<file path="config.mk">
export PLATFORM = sky130hd
export DESIGN_NAME = cpc_bank_ctrl
export DESIGN_NICKNAME = d
export VERILOG_FILES = /design/src/rtl/cpc_bank_pkg.sv /design/src/rtl/cpc_iowr_capture.sv /design/src/rtl/cpc_bank_ctrl.sv
export SDC_FILE = /design/constraint.sdc
export NUM_CORES = 1
export LEC_CHECK = 0
export CAP_MARGIN = 10
export CORE_MARGIN = 4
export CORE_UTILIZATION = 25
export DETAILED_ROUTE_END_ITERATION = 6
export DONT_BUFFER_PORTS = 1
export GPL_ROUTABILITY_DRIVEN = 0
export PLACE_DENSITY = 0.47
export SETUP_SLACK_MARGIN = 0.4
export SLEW_MARGIN = 15
export SYNTH_ARGS = -nofsm -noshare
export SYNTH_HDL_FRONTEND = slang
export SYNTH_HIERARCHICAL = 1
export SYNTH_SLANG_ARGS = --single-unit
</file>
<file path="constraint.sdc">
create_clock -name CLK -period 1.4 [get_ports CLK]
set_clock_uncertainty 0.05 [all_clocks]
set_input_delay 0.07 -clock CLK [delete_from_list [all_inputs] [get_ports CLK]]
set_output_delay 0.07 -clock CLK [all_outputs]
set_load 0.03 [all_outputs]
</file>
<file path="src/rtl/cpc_bank_pkg.sv">
// Shared definitions for the CPC RAM banking controller: mode codes,
// capture FSM states, config-port decode constants and the page mapper.
package cpc_bank_pkg;

    localparam logic [2:0] MODE_0 = 3'd0;
    localparam logic [2:0] MODE_1 = 3'd1;
    localparam logic [2:0] MODE_2 = 3'd2;
    localparam logic [2:0] MODE_3 = 3'd3;
    localparam logic [2:0] MODE_4 = 3'd4;
    localparam logic [2:0] MODE_5 = 3'd5;
    localparam logic [2:0] MODE_6 = 3'd6;
    localparam logic [2:0] MODE_7 = 3'd7;

    // Config port decodes on A15 low with data tag D7:6 = 11
    localparam logic       CFG_PORT_A15 = 1'b0;
    localparam logic [1:0] CFG_TAG      = 2'b11;

    typedef enum logic {
        IDLE = 1'b0,
        HOLD = 1'b1
    } cap_state_t;

    // Returns {hit, subpage} for a 16K CPU page under a given mode
    function automatic logic [2:0] page_map(input logic [2:0] mode, input logic [1:0] p);
        logic       hit;
        logic [1:0] sub;
        hit = 1'b0;
        sub = 2'd0;
        case (mode)
            MODE_0: begin
                hit = 1'b0;
                sub = 2'd0;
            end
            MODE_1, MODE_3: begin
                // Mode 3 leaves page 1 on internal RAM, so only page 3 maps
                hit = (p == 2'd3);
                sub = 2'd3;
            end
            MODE_2: begin
                hit = 1'b1;
                sub = p;
            end
            MODE_4, MODE_5, MODE_6, MODE_7: begin
                hit = (p == 2'd1);
                sub = mode[1:0];
            end
            default: begin
                hit = 1'b0;
                sub = 2'd0;
            end
        endcase
        return {hit, sub};
    endfunction

endpackage

</file>
<file path="src/rtl/cpc_iowr_capture.sv">
// Glitch-filtered capture of config-port I/O writes.
// Ports:
//   i_clk, i_rst_n    bus clock, async active-low reset
//   i_ioreq_b, i_wr_b Z80 strobes
//   i_a15             address bit 15
//   i_tag             data bits 7:6
//   o_load_c          combinational load strobe, high during the cycle whose
//                     rising edge is the FILTER-th consecutive write sample
module cpc_iowr_capture
    import cpc_bank_pkg::*;
#(
    parameter int unsigned FILTER = 2
) (
    input  logic       i_clk,
    input  logic       i_rst_n,
    input  logic       i_ioreq_b,
    input  logic       i_wr_b,
    input  logic       i_a15,
    input  logic [1:0] i_tag,
    output logic       o_load_c
);

    localparam int unsigned CNT_W = 2;

    cap_state_t         r_state;
    logic [CNT_W-1:0]   r_count;
    logic               w_cfg_wr;
    logic               w_count_full;

    assign w_cfg_wr     = ~i_ioreq_b & ~i_wr_b & (i_a15 == CFG_PORT_A15) & (i_tag == CFG_TAG);
    assign w_count_full = (r_count == CNT_W'(FILTER - 1));

    // Load fires on the edge that completes the run, so cfg updates on that same edge
    assign o_load_c = (r_state == IDLE) & w_cfg_wr & w_count_full;

    // Filter counter and IDLE/HOLD sequencing; HOLD blocks reloads until the cycle ends
    always_ff @(posedge i_clk or negedge i_rst_n) begin
        if (!i_rst_n) begin
            r_state <= IDLE;
            r_count <= '0;
        end else begin
            case (r_state)
                IDLE: begin
                    if (o_load_c) begin
                        r_state <= HOLD;
                        r_count <= '0;
                    end else if (w_cfg_wr) begin
                        r_count <= r_count + CNT_W'(1);
                    end else begin
                        r_count <= '0;
                    end
                end
                HOLD: begin
                    r_count <= '0;
                    if (i_ioreq_b | i_wr_b) begin
                        r_state <= IDLE;
                    end
                end
                default: begin
                    r_state <= IDLE;
                    r_count <= '0;
                end
            endcase
        end
    end

endmodule

</file>
<file path="src/rtl/cpc_bank_ctrl.sv">
// CPC RAM expansion banking controller: holds the 6128-style config
// register and maps CPU pages onto expansion SRAM blocks.
// Ports:
//   CLK, RESET_B      bus clock, async active-low reset
//   A, D              CPU address and data buses
//   IOREQ_B, MREQ_B, RFSH_B, WR_B  Z80 strobes
//   dip_en            expansion enable (0 forces mode 0)
//   dip_ext           honour address-derived extra block bits
//   HIADR             SRAM high address {block, subpage}
//   RAMCS_B, RAMWE_B  SRAM chip-select / write-enable, active low
//   RAMDIS            internal RAM disable, active high
module cpc_bank_ctrl
    import cpc_bank_pkg::*;
#(
    parameter  int unsigned BLK_BITS  = 3,
    parameter  int unsigned EXT_BITS  = 0,
    parameter  int unsigned FILTER    = 2,
    localparam int unsigned NBLK      = BLK_BITS + EXT_BITS,
    localparam int unsigned PAGE_BITS = NBLK + 2
) (
    input  logic                 CLK,
    input  logic                 RESET_B,
    input  logic [15:0]          A,
    input  logic [7:0]           D,
    input  logic                 IOREQ_B,
    input  logic                 MREQ_B,
    input  logic                 RFSH_B,
    input  logic                 WR_B,
    input  logic                 dip_en,
    input  logic                 dip_ext,
    output logic [PAGE_BITS-1:0] HIADR,
    output logic                 RAMCS_B,
    output logic                 RAMWE_B,
    output logic                 RAMDIS
);

    logic [NBLK-1:0] r_cfg_blk;
    logic [2:0]      r_cfg_mode;
    logic [NBLK-1:0] w_new_blk;
    logic            w_load;
    logic [2:0]      w_eff_mode;
    logic [2:0]      w_map;
    logic            w_hit;
    logic [1:0]      w_sub;
    logic            w_sel;
    logic            w_unused;

    // Address bits only partly used depending on EXT_BITS
    assign w_unused = ^A[13:0];

    cpc_iowr_capture #(
        .FILTER (FILTER)
    ) u_capture (
        .i_clk     (CLK),
        .i_rst_n   (RESET_B),
        .i_ioreq_b (IOREQ_B),
        .i_wr_b    (WR_B),
        .i_a15     (A[15]),
        .i_tag     (D[7:6]),
        .o_load_c  (w_load)
    );

    // Extra block bits come from inverted A5:3 upward, zeroed when dip_ext is off
    if (EXT_BITS > 0) begin : g_ext
        assign w_new_blk = {~A[3 +: EXT_BITS] & {EXT_BITS{dip_ext}}, D[3 +: BLK_BITS]};
    end else begin : g_noext
        assign w_new_blk = D[3 +: BLK_BITS];
    end

    // Config register
    always_ff @(posedge CLK or negedge RESET_B) begin
        if (!RESET_B) begin
            r_cfg_blk  <= '0;
            r_cfg_mode <= MODE_0;
        end else if (w_load) begin
            r_cfg_blk  <= w_new_blk;
            r_cfg_mode <= D[2:0];
        end
    end

    // Combinational mapping; reset cfg is mode 0, so outputs idle during reset
    assign w_eff_mode = dip_en ? r_cfg_mode : MODE_0;
    assign w_map      = page_map(w_eff_mode, A[15:14]);
    assign w_hit      = w_map[2];
    assign w_sub      = w_map[1:0];
    assign w_sel      = ~MREQ_B & RFSH_B & w_hit;

    assign RAMCS_B = ~w_sel;
    assign RAMDIS  = w_sel;
    assign RAMWE_B = ~(w_sel & ~WR_B);
    assign HIADR   = w_hit ? {r_cfg_blk, w_sub} : '0;

endmodule
</file>
==> reports/results.ini <==
[grt]
antenna_found_initial = 0
grt_overflow = 0
grtUsageTotal_pct = 11.4
grt_max_degree = 10
grt_pass1_wl_mm = 2.34
grt_pass1_vias = 539

[min_path]
hold_depth = 2
hp-class = input pin to flip-flop

[logic_synthesis]
synthAdderAreaFrac_pct = 2.40
synth_top_family_by_area = simple AND/OR/NAND/NOR gates
ys_ff_latch = 9
ys_seq_area_share_pct = 43.3
synth_area_um2 = 520
syn-num-nets = 79
syn_inst = 46
synth_mux_area_share_pct = 15.1
synth-simple-area-share_pct = 32.0
synth.avg_cell_area_um2 = 11.3
synth_warnings = 6
postSynth.asyncResetShare_pct = 100
synthFlopType = dfrtp_1
synth_cell_type_count = 23
synthXorXnorAreaFrac_pct = 1.68
synth-compound-area-share_pct = 4.09
synth_edf_count = 0

[die]
die_w_um = 53.6
rows = 16
dieArea_um2 = 2880
core_area_um2 = 1960
start_util_pct = 26.5
die_y_um = 53.6
ios = 40

[sta]
slew_headroom_pct = 71.8
tns_ps = -1080
final_hold_viol_count = 0
worst_pin_slew_ps = 422
timing.fmax_mhz = 639
fin_crit_ps = 1560
slew_viol_final = 0
setup_viol = 14
finalWorstSetupSlack_ps = -164
period_share_pct = 112
grt_setup_unrepaired = yes

[critical_path]
crit_slowest_cell = or3b_4
path_buf_inv = 1
required_ps = 1280
r2r_slack_ps = -10
r2r_cells = 4
critPathCaptureType = output pin
cp-start-kind = flip-flop
cp_max_fo = 2
worstPathCellList = or3b_4, buf_4, a21oi_4
path_delay_family = simple AND/OR/NAND/NOR gates
cp_num_cells = 3
crit_path_max_incr_delay_ps = 420
path_class = flip-flop to output pin
arrival_ps = 1440

[finish]
final_util_pct = 47.8
finalInstanceArea_um2 = 937
antennaDiodeCount = 0
drive_above_1_share_pct = 50.7
nets = 107
area_growth_pct = 80.0

[drt]
routed_via_density = 4.80
totalWireLength_mm = 1.40
ant_nets = 0
post_drt_wl_per_cell_um = 14.0
dr_total_vias = 480
firstDrtPassIters = 2
route.detailed.drc = 0
drtIter0Drc = 4

[cts]
clkSinkCount = 9
numCtsBuffers = 3
cts_root_buf = clkbuf_4
clkTransAtPathRegs_ps = 60
cts_tree = built
cts_buffer_depth = 2
clock_latency_ps = 250
cts_htree_levels = 1

[status]
run_status = finished, violations left
violations = negative setup slack

[pwr]
cellPowerDensity_nw_per_um2 = 582
p_leak_nw = 0.389
power_mw = 0.545
ir_drop_mv = 0.450

[placement]
place_ws_ps = -40.0
io_buffers = 0
hpwlAfterDp_um = 975
placed_cell_area_um2 = 692

[flow_run]
cap_violations = 0

[per-stage QoR]
stage | hold WS (ps) | std cells
floorplan | -276 | 46
global placement | -275 | 81
detailed placement | -275 | 81
CTS | 1.62 | 98
global route | 2.99 | 100
finish | 14.6 | 100
[worst paths after layout]
path,end,startpoint
max,HIADR[0],r_cfg_mode[0]$_DFFE_PN0P_
min,u_capture/r_count[0]$_DFF_PN0_,WR_B
max reg2reg,r_cfg_mode[0]$_DFFE_PN0P_,u_capture/r_state$_DFF_PN0_
min reg2reg,r_cfg_blk[0]$_DFFE_PN0P_,r_cfg_blk[0]$_DFFE_PN0P_
max in group asynchronous,u_capture/r_state$_DFF_PN0_,RESET_B
min in group asynchronous,u_capture/r_count[0]$_DFF_PN0_,RESET_B
[sequential cells by signal (all words and copies together) (netlist names)]
signal	cells
u_capture/r_count	2
r_cfg_blk	3
r_cfg_mode	3
u_capture/r_state	1
[area by class of cell]
| cell class | instances | area [µm²] |
|---|---|---|
| fill | 207 | 1020 |
| timing repair buffer | 24 | 228 |
| inverter | 1 | 3.75 |
| multi-input combinational | 35 | 420 |
| clock buffer | 4 | 26.3 |
| tap | 27 | 33.8 |
| sequential | 9 | 225 |
[kinds of logic (layout without fill, tap and decap cells)]
group / count (synthesis) / count (layout)
and+or+nand+nor: 23 / 23
DFF: 9 / 9
muxes: 7 / 7
AOI/OAI and AO/OA: 3 / 3
buffers and inverters: 2 / 29
adders and majority gates: 1 / 1
xor gates and xnor gates: 1 / 1
[power by group]
group / internal (mW) / switching, mW
Clock: 0.109 / 0.0830
Sequential: 0.265 / 0.00319
Combinational: 0.0512 / 0.0333
[cell usage after synthesis (2+ instances only)]
library cell,n,share of area [%]
and3_1,5,6.0
dfrtp_1,9,43
mux2_2,7,15
nand2_1,2,1.4
nand3b_1,2,2.9
nand4b_1,3,5.0
nor4_1,2,2.4
[layer usage]
metal / GRT usage (%) / up-vias / wire length (µm)
met5: 0 / - / 0
met4: 5.11 / 0 / 13
met3: 3.88 / 2 / 100
met2: 20.2 / 15 / 742
met1: 12.2 / 236 / 540
li1: - / 227 / -
[cell usage in the layout, fill, tap and decap left out, types with 2 or more instances in the layout]
cell | synthesis | routed
buf_4 | 0 | 8
and3_4 | 0 | 5
nand3_4 | 0 | 2
dfrtp_1 | 9 | 9
nand3b_1 | 2 | 2
clkbuf_4 | 0 | 3
buf_6 | 0 | 6
mux2_4 | 0 | 7
dlygate4sd3_1 | 0 | 10
nand4b_1 | 3 | 3
nand2_1 | 2 | 2
[repair_timing]
action | 4_1_cts | 5_1_grt
endpoints found under the setup margin | 17 | 17
setup buffers | 3 | 2
hold buffers | 10 | 0
pin swaps | 7 | 7
endpoints found under the hold margin | 17 | 0
gates resized for setup | 10 | 4
Note: power is estimated with default switching activity, not from simulation.
